**src/rtl/fifo_dut.sv**
```systemverilog
// Synchronous single-clock FIFO with registered status, data and error flags.
// Define FIFO_DUT_STICKY_FLAGS_EN to make under_flow/over_flow hold until reset.
module fifo_dut #(
  parameter int unsigned DATA_WIDTH = 8,
  parameter int unsigned DEPTH      = 16
) (
  input  logic                  clk,
  input  logic                  rst,
  input  logic                  wr_n,
  input  logic                  rd_n,
  input  logic [DATA_WIDTH-1:0] din,
  output logic [DATA_WIDTH-1:0] dout,
  output logic                  full,
  output logic                  empty,
  output logic                  under_flow,
  output logic                  over_flow
);

  localparam int unsigned AW = $clog2(DEPTH);
  localparam int unsigned CW = AW + 1;

  logic [DATA_WIDTH-1:0] mem [DEPTH];
  logic [AW-1:0]         wr_ptr_q, rd_ptr_q;
  logic [CW-1:0]         count_q, count_d;
  logic                  rd_acc, wr_acc, under_req, over_req;

  // A read on a full FIFO frees the slot the simultaneous write needs.
  always_comb begin
    rd_acc    = !rd_n && !empty;
    wr_acc    = !wr_n && (!full || rd_acc);
    under_req = !rd_n && empty;
    over_req  = !wr_n && full && !rd_acc;
    count_d   = count_q;
    unique case ({wr_acc, rd_acc})
      2'b10:   count_d = count_q + CW'(1);
      2'b01:   count_d = count_q - CW'(1);
      default: count_d = count_q;
    endcase
  end

  always_ff @(posedge clk or posedge rst) begin
    if (rst) begin
      wr_ptr_q   <= '0;
      rd_ptr_q   <= '0;
      count_q    <= '0;
      dout       <= '0;
      full       <= 1'b0;
      empty      <= 1'b1;
      under_flow <= 1'b0;
      over_flow  <= 1'b0;
    end else begin
      if (wr_acc) wr_ptr_q <= wr_ptr_q + AW'(1);
      if (rd_acc) begin
        rd_ptr_q <= rd_ptr_q + AW'(1);
        dout     <= mem[rd_ptr_q];
      end
      count_q <= count_d;
      full    <= (count_d == CW'(DEPTH));
      empty   <= (count_d == '0);
`ifdef FIFO_DUT_STICKY_FLAGS_EN
      under_flow <= under_flow | under_req;
      over_flow  <= over_flow | over_req;
`else
      under_flow <= under_req;
      over_flow  <= over_req;
`endif
    end
  end

  // Storage is deliberately not reset; stale words are unreachable via the pointers.
  always_ff @(posedge clk) begin
    if (wr_acc) mem[wr_ptr_q] <= din;
  end

endmodule

```
**config.mk**
```make
export PLATFORM = sky130hd
export DESIGN_NAME = fifo_dut
export DESIGN_NICKNAME = d
export VERILOG_FILES = /design/src/rtl/fifo_dut.sv
export SDC_FILE = /design/constraint.sdc
export NUM_CORES = 1
export LEC_CHECK = 0
export CAP_MARGIN = 20
export CORE_UTILIZATION = 60
export CTS_CLUSTER_SIZE = 25
export DETAILED_ROUTE_END_ITERATION = 12
export PLACE_DENSITY_LB_ADDON = 0.2
export SYNTH_ARGS = -nofsm -noshare
export SYNTH_HDL_FRONTEND = slang
export SYNTH_SLANG_ARGS = --single-unit
```
**constraint.sdc**
```tcl
create_clock -name clk -period 2.82 [get_ports clk]
set_input_delay 0.846 -clock clk [delete_from_list [all_inputs] [get_ports clk]]
set_output_delay 0.846 -clock clk [all_outputs]
set_load 0.03 [all_outputs]
```
# ---- Word-level counts from Yosys, hierarchy flattened
# Memories as Yosys holds them, arrays and structs flattened. A register that Yosys moved wholly into a read port is not among the register bits.
# Index checks and enable logic that the tools add are counted.
dict set report totals {
  ram_bits 128
  out_inout_bits 12
  reg_bits 17
  in_bits 12
  word_cells 30
  mem_count 1
}
dict set report classes {
  n_eq_ne 3
  n_addsub 4
  n_reduce_logical 12
  muxes 3
}
# memory words width rd rd_ports_with_merged_regs write_ports line
set memory_table {}
lappend memory_table {mem 16 8 1 1 1 22} ;# logic [DATA_WIDTH-1:0] mem [DEPTH];
# op count
set ops {}
lappend ops {{$pmux 5 s2} 1}
lappend ops {{$add 4x1->4 const B} 2}
lappend ops {{$add 5x1->5 const B} 1}
lappend ops {{$eq 5x5->1 const B} 1}
lappend ops {{$logic_and 1x1->1} 5}
lappend ops {{$logic_not 1->1} 5}
lappend ops {{$logic_not 5->1} 1}
lappend ops {{$sub 5x1->5 const B} 1}
lappend ops {{$eq 2x1->1 const B} 1}
lappend ops {{$eq 2x2->1 const B} 1}
lappend ops {{$mux 1} 2}
lappend ops {{$logic_or 1x1->1} 1}

# ---- Logic depth before layout (Yosys ltp)
# Gate-level depths: netlist of the first run.
dict set report logic_depth {
  word_depth 7
  depth_mapped 11
  mapped_depth_nobuf 11
}

# ---- Least setup slack after synthesis of the first run
# No wires, ideal clock.
dict set report synth_timing {
  kind {input-to-reg}
  startpoint {in rd_n}
  endpoint {reg full}
  setup_ns 0.088
  required_time_ns 2.732
  t_arrival_ns 2.951
  path_buffers 1
  slack_ns -0.220
  cell_stages 11
  path_cell_list {or2_1 > inv_1 > clkbuf_1 > ha_1 > xor2_1 > ha_1 > nor2_1 > o21a_1 > o211ai_1 > xnor2_1 > nor3b_1}
}
dict set report synth_between {
  elab_chain_cells 7
  elab_cells_between_ends 8
  cone_classes {eq/ne: 3; mux: 1; reduce/logical: 4}
}
# element line
set synth_lines {}
lappend synth_lines {{start: declaration} 10} ;# input logic rd_n,
lappend synth_lines {{$logic_not 1->1 *} 29} ;# rd_acc = !rd_n && !empty;
lappend synth_lines {{$logic_and 1x1->1 *} 29}
lappend synth_lines {{net rd_acc} 25} ;# logic rd_acc, wr_acc, under_req, over_req;
lappend synth_lines {{$logic_or 1x1->1} 30} ;# wr_acc = !wr_n && (!full || rd_acc);
lappend synth_lines {{$logic_and 1x1->1} 30}
lappend synth_lines {{$eq 2x1->1 or $eq 2x2->1 (tied branches)} 34} ;# unique case ({wr_acc, rd_acc})
lappend synth_lines {{$pmux 5 s2 *} 34}
lappend synth_lines {{net count_d[4]} 24} ;# logic [CW-1:0] count_q, count_d;
lappend synth_lines {{$eq 5x5->1 *} 58} ;# full <= (count_d == CW'(DEPTH));
lappend synth_lines {{end signal: assignment} 58}
lappend synth_lines {{end: declaration} 13} ;# output logic full,
# The timed path passes the listed nets; every way through them passes the cells marked *.
# A chain may end at the register's enable or synchronous reset.

# ---- Final worst setup path of the first run
dict set report layout_timing {
  startpoint {in rd_n}
  endpoint {reg full}
}
dict set report layout_between {
  elab_chain_cells 7
  elab_cells_between_ends 8
  cone_classes {eq/ne: 3; mux: 1; reduce/logical: 4}
}
# element line
set layout_lines {}
lappend layout_lines {{$logic_not 1->1 *} 29}
lappend layout_lines {{$logic_and 1x1->1 *} 29}
lappend layout_lines {{$logic_or 1x1->1} 30}
lappend layout_lines {{$logic_and 1x1->1} 30}
lappend layout_lines {{$eq 2x1->1 or $eq 2x2->1 (tied branches)} 34}
lappend layout_lines {{$pmux 5 s2 *} 34}
lappend layout_lines {{net count_d[4]} 24}
lappend layout_lines {{$eq 5x5->1 *} 58}
# Marked as above.

==> flow_metrics.env, run 1 <==
export IMPL_status="finished clean"
export IMPL_setup_ws_ns=0.0105
export IMPL_clkTransAtPathRegs_ns=0.06
export IMPL_area_growth_pct=21.6
export IMPL_period_needed_ns=2.81
export IMPL_fmax_mhz=356
export IMPL_wl_microns=12400
export IMPL_routedWlPerCell_microns=21.3
export IMPL_crit_required_ns=3.27
export IMPL_clock_skew_ns=0.00507
export IMPL_holdBufCountCts=0
export IMPL_syn_avg_cell_area_sq_um=17.5
export IMPL_drt_iter0_drc=271
export IMPL_clockBufferDepth=2
export IMPL_ir_worst_vdd_mv=0.650
export IMPL_vias=3426
export IMPL_fp_row_count=37
export IMPL_slew_headroom=0.533
export IMPL_total_leakage_power_nw=2.75
export IMPL_pin_count=24
export IMPL_place_ws_ns=-0.422
export IMPL_arrival_ns=3.26
export IMPL_powerDensity_nw_per_um2=983
export IMPL_cts_buffers=17
export IMPL_die_y_microns=105
export IMPL_place_inst=548
export IMPL_place_hpwl_microns=8010
export IMPL_synth_cell_types=42
export IMPL_synth_area_sq_um=6330
export IMPL_final_cell_mix="128 x edfxtp_1, 27 x buf_4, 23 x dfrtp_1, 23 x clkdlybuf4s50_1, 19 x mux2i_1"
export IMPL_avgViaCountPerCell=5.91
export IMPL_htreeDepth=4
export IMPL_timing_hold_ws_ns=0.487
export IMPL_portBuffers=23
export IMPL_fin_cells=580
export IMPL_syn_inst=362
export IMPL_final_common_cell="edfxtp_1"
export IMPL_grt_start_max_net_pins=27
export IMPL_met2_length_microns=6380
export IMPL_layout_nets=451
export IMPL_r2r_slack_ns=0.41
export IMPL_final_antenna_net_count=0
export IMPL_start_util=0.616
export IMPL_p_total_mw=7.56
export IMPL_final_area_sq_um=7700
export IMPL_root_buffer="clkbuf_8"
export IMPL_tightest_slew_ns=0.701
export IMPL_cp_cell_sequence="clkdlybuf4s50_1 -> or2_4 -> a21oi_4 -> inv_2 -> ha_4 -> xor2_2 -> ha_2 -> nor2_1 -> o31ai_1 -> o211ai_1 -> xnor2_1 -> nor3b_2"
export IMPL_hold_violations=0
export IMPL_grt_overflow_total=0
export IMPL_cp_end_kind="flip-flop"
export IMPL_grt_first_pass_wirelength_microns=19500
export IMPL_layout_drive_gt1_share=0.232
export IMPL_grt_total_usage=0.251
export IMPL_cts_tree="yes"
export IMPL_diodes=0
export IMPL_cts_sinks=153
export IMPL_core_area_sq_um=10300
export IMPL_fp_dieW_microns=105
export IMPL_crit_path_start_kind="input port"
export IMPL_nFillCells=636
export IMPL_report_final_slew_viol_count=0
export IMPL_m1WireLength_microns=5100
export IMPL_hold_path_class="flip-flop to flip-flop"
export IMPL_grt_pass1_vias=3544
export IMPL_dieArea_sq_um=11000
export IMPL_placed_cell_area_sq_um=7180
export IMPL_cpMaxStageDelayCell="clkdlybuf4s50_1"
export IMPL_setup_viol=0
export IMPL_synth_nets=382
export IMPL_top_layer_used="met4"
export IMPL_clock_latency_ns=0.52
export IMPL_synth_seq_cells=153
export IMPL_drc=0
export IMPL_routed_wl_met3_microns=661
export IMPL_firstDrtPassIters=4
export IMPL_worst_path_max_fanout=3
export IMPL_worstSetupPathType="input port to flip-flop"
export IMPL_maxCapViolCount=0
export IMPL_period_share=0.996
export IMPL_slowest_delay_ns=0.42
export IMPL_yosysWarnings=0
export IMPL_gp_congestion=0.844
export IMPL_synth_seq_area_share=0.706
export IMPL_antenna_found_initial=0
## critical path, delay by kind of cell
family | cells | cell delay [ns]
AOI/OAI and AO/OA | 3 | 0.60
xor gates and xnor gates | 2 | 0.40
adders and majority gates | 2 | 0.37
buffers and inverters | 2 | 0.49
and+or+nand+nor | 3 | 0.54
## cells by family after synthesis
group / count (synthesis) / synth area share
xor+xnor: 11 / 0.0152
mux: 51 / 0.133
fa+ha+maj: 8 / 0.0158
flops: 153 / 0.706
simple gates: 67 / 0.0587
buf+inv: 26 / 0.0259
compound gates: 46 / 0.0447
## final timing paths
kind / start / end / depth (start not counted)
max: rd_n / full / 12
min: count_q[4] / count_q[4] / 1
max reg2reg: empty / full / 11
min reg2reg: count_q[4] / count_q[4] / 1
max in group asynchronous: rst / rd_ptr_q[1] / 3
min in group asynchronous: rst / under_flow / 2
## cells in the mapped netlist, drive strengths merged
master,number,area share
a2bb2oi,2,0.0028
a21oi,18,0.016
and3,1,0.00099
ha,8,0.016
xor2,2,0.0028
nor3b,6,0.0079
nand2b,2,0.0020
o31ai,1,0.0012
clkbuf,4,0.0024
mux2i,19,0.030
inv,8,0.0047
xnor2,9,0.012
a311oi,3,0.0042
mux2,10,0.018
nor2,15,0.0089
or3,1,0.00099
nor3,3,0.0024
and2,17,0.017
nand2,7,0.0042
o211ai,1,0.0012
dfstp,1,0.0042
or2,1,0.00099
and4b,1,0.0016
o21ai,9,0.0071
nand3,4,0.0032
nor2b,6,0.0059
buf,14,0.019
a21o,1,0.0012
nand4,1,0.00099
mux4,22,0.085
dfrtp,24,0.095
a31oi,4,0.0040
o22ai,6,0.0059
edfxtp,128,0.61
o21a,1,0.0012
nor4,2,0.0020
## layout make-up
cell class | count | area [sq um] | share of cell area
clock inverter | 11 | 73.8 | 0.00959
sequential | 153 | 4470 | 0.581
tap | 136 | 170 | 0.0221
multi-input combinational | 183 | 1730 | 0.225
timing repair buffer | 68 | 793 | 0.103
inverter | 8 | 30.0 | 0.00390
clock buffer | 21 | 429 | 0.0558
## timing repair
item,in CTS,in global routing
setup endpoints to repair,0,2
setup buffers,0,0
resized for setup,0,4
## sequential cells by signal (all words and copies together), names as in the netlist
signal / count
rd_ptr_q: 4
dout: 8
wr_ptr_q: 4
over_flow: 1
empty: 1
full: 1
count_q: 5
under_flow: 1
mem: 128
## routing by layer
metal,track usage,vias to the layer above
met3,0.0586,19
met2,0.408,119
met4,0.0996,0
met1,0.331,1739
li1,-,1549
met5,0,-
## report_power, final
group | switching [mW] | internal (mW) | leakage, nW | total [mW]
combinational | 1.28 | 1.26 | 1.06 | 2.53
clock | 0.832 | 1.08 | 0.244 | 1.91
sequential | 0.306 | 2.81 | 1.45 | 3.12
## stage by stage
stage	TNS [ns]	util
floorplan	0	-
global placement	-2.89	0.698
detailed placement	-5.38	0.698
CTS	0	0.747
global route	-0.117	0.749
finish	0	0.749
Note: power is estimated with default switching activity, not from simulation.
==> run 2: changes to the inputs <==
RECOVER_POWER = 50   (was not set)
==> flow_metrics.env, run 2 (synthesis results as in run 1) <==
export IMPL_nFillCells=640
export IMPL_fmax_mhz=356
export IMPL_largestRegisters="mem x128, dout x8, count_q x5"
export IMPL_final_common_cell="edfxtp_1"
export IMPL_cp_end_kind="flip-flop"
export IMPL_grt_first_pass_wirelength_microns=19500
export IMPL_clockBufferDepth=2
export IMPL_routedWlPerCell_microns=21.3
export IMPL_p_comb_frac=0.334
export IMPL_fp_dieW_microns=105
export IMPL_die_y_microns=105
export IMPL_firstDrtPassIters=4
export IMPL_setup_ws_ns=0.0148
export IMPL_wl_microns=12300
export IMPL_root_buffer="clkbuf_8"
export IMPL_final_antenna_net_count=0
export IMPL_placed_cell_area_sq_um=7180
export IMPL_fin_util=0.748
export IMPL_grtUsageMet3=0.0586
export IMPL_power_frac_clock=0.253
export IMPL_hold_violations=0
export IMPL_worst_path_max_fanout=3
export IMPL_start_util=0.616
export IMPL_holdBufCountCts=0
export IMPL_worstSetupPathType="input port to flip-flop"
export IMPL_setup_viol=0
export IMPL_total_leakage_power_nw=2.75
export IMPL_ir_worst_vdd_mv=0.649
export IMPL_period_share=0.995
export IMPL_intPower_mw=5.14
export IMPL_cts_tree="yes"
export IMPL_final_area_sq_um=7690
export IMPL_clkTransAtPathRegs_ns=0.06
export IMPL_avgViaCountPerCell=5.90
export IMPL_vias=3420
export IMPL_largest_register_ffs=128
export IMPL_pin_count=24
export IMPL_report_final_slew_viol_count=0
export IMPL_place_hpwl_microns=8010
export IMPL_tightest_slew_ns=0.857
export IMPL_fp_row_count=37
export IMPL_crit_required_ns=3.27
export IMPL_cts_post_setup_buffers_inserted=0
export IMPL_final_cell_mix="128 x edfxtp_1, 25 x buf_4, 23 x dfrtp_1, 19 x mux2i_1, 18 x buf_12"
export IMPL_portBuffers=23
export IMPL_period_needed_ns=2.81
export IMPL_layout_drive_gt1_share=0.227
export IMPL_busiest_layer="met2"
export IMPL_powerDensity_nw_per_um2=983
export IMPL_gp_congestion=0.844
export IMPL_grt_total_usage=0.251
export IMPL_grt_overflow_total=0
export IMPL_place_ws_ns=-0.422
export IMPL_arrival_ns=3.26
export IMPL_crit_path_start_kind="input port"
export IMPL_cts_buffers=17
export IMPL_drt_iter0_drc=269
export IMPL_antenna_found_initial=0
export IMPL_clock_skew_ns=0.00572
export IMPL_timing_hold_ws_ns=0.487
export IMPL_htreeDepth=4
export IMPL_status="finished clean"
export IMPL_layout_nets=451
export IMPL_p_total_mw=7.56
export IMPL_clock_latency_ns=0.53
export IMPL_p_sw_mw=2.42
export IMPL_area_growth_pct=21.5
export IMPL_grt_pass1_vias=3544
export IMPL_swShare=0.320
export IMPL_cts_resized=0
export IMPL_cts_sinks=153
export IMPL_met2_usage=0.408
export IMPL_hold_path_class="flip-flop to flip-flop"
export IMPL_drc=0
export IMPL_maxCapViolCount=0
export IMPL_gr_usage_met1=0.331
export IMPL_dieArea_sq_um=11000
export IMPL_grt_start_max_net_pins=27
export IMPL_core_area_sq_um=10300
export IMPL_top_register="mem"
export IMPL_p_seq_frac=0.413
export IMPL_diodes=0
export IMPL_slew_headroom=0.429
==> run 2: cell types whose count changed in the layout (fill, tap and decap cells not counted), sizes merged <==
cell / change
dlygate4sd3: +9
buf: -2
clkdlybuf4s50: -9
clkbuf: +2
==> run 2: stage by stage <==
stage / setup TNS (ns) / instances
finish: 0 / 580
global route: -0.114 / 580
CTS: 0 / 580
detailed placement: -5.38 / 548
global placement: -2.89 / 548
floorplan: 0 / 362
==> run 2: critical path, cell delays in order <==
cell	delay [ns]
clkdlybuf4s50_1	0.42
or2_4	0.28
a21oi_4	0.14
inv_2	0.07
ha_4	0.16
xor2_2	0.15
ha_2	0.21
nor2_1	0.07
o31ai_1	0.31
o211ai_1	0.15
xnor2_1	0.25
nor3b_2	0.19
==> run 2: area by class of cell <==
class | count | area (sq um) | share of cell area
clock buffer | 21 | 429 | 0.0558
clock inverter | 11 | 73.8 | 0.00960
inverter | 8 | 30.0 | 0.00391
multi-input combinational | 183 | 1730 | 0.225
sequential | 153 | 4470 | 0.582
tap | 136 | 170 | 0.0221
timing repair buffer | 68 | 786 | 0.102
==> run 2: power groups by stage <==
stage / sequential (mW) / clock (mW) / combinational [mW]
after floorplan: 3.13 / 0 / 1.64
after global placement: 3.13 / 0 / 2.44
after detailed placement: 3.15 / 0 / 2.51
after CTS: 3.11 / 1.94 / 2.53
after global routing: 3.16 / 2.05 / 2.71
final: 3.12 / 1.91 / 2.53
==> run 2: path summary, 6_finish.rpt <==
path	startpoint	endpoint	slack, ns	cells after the start
worst max-delay path	rd_n	full	0.01	12
worst min-delay path	count_q[4]	count_q[4]	0.49	1
worst max register to register	empty	full	0.41	11
worst min register to register	count_q[4]	count_q[4]	0.49	1
max in group asynchronous	rst	rd_ptr_q[1]	0.90	3
min in group asynchronous	rst	under_flow	0.75	2
==> run 2: per-layer routing <==
layer,routed length (microns),up-vias
met5,0,-
met4,225,0
met3,674,17
met2,6330,121
met1,5100,1728
li1,-,1554
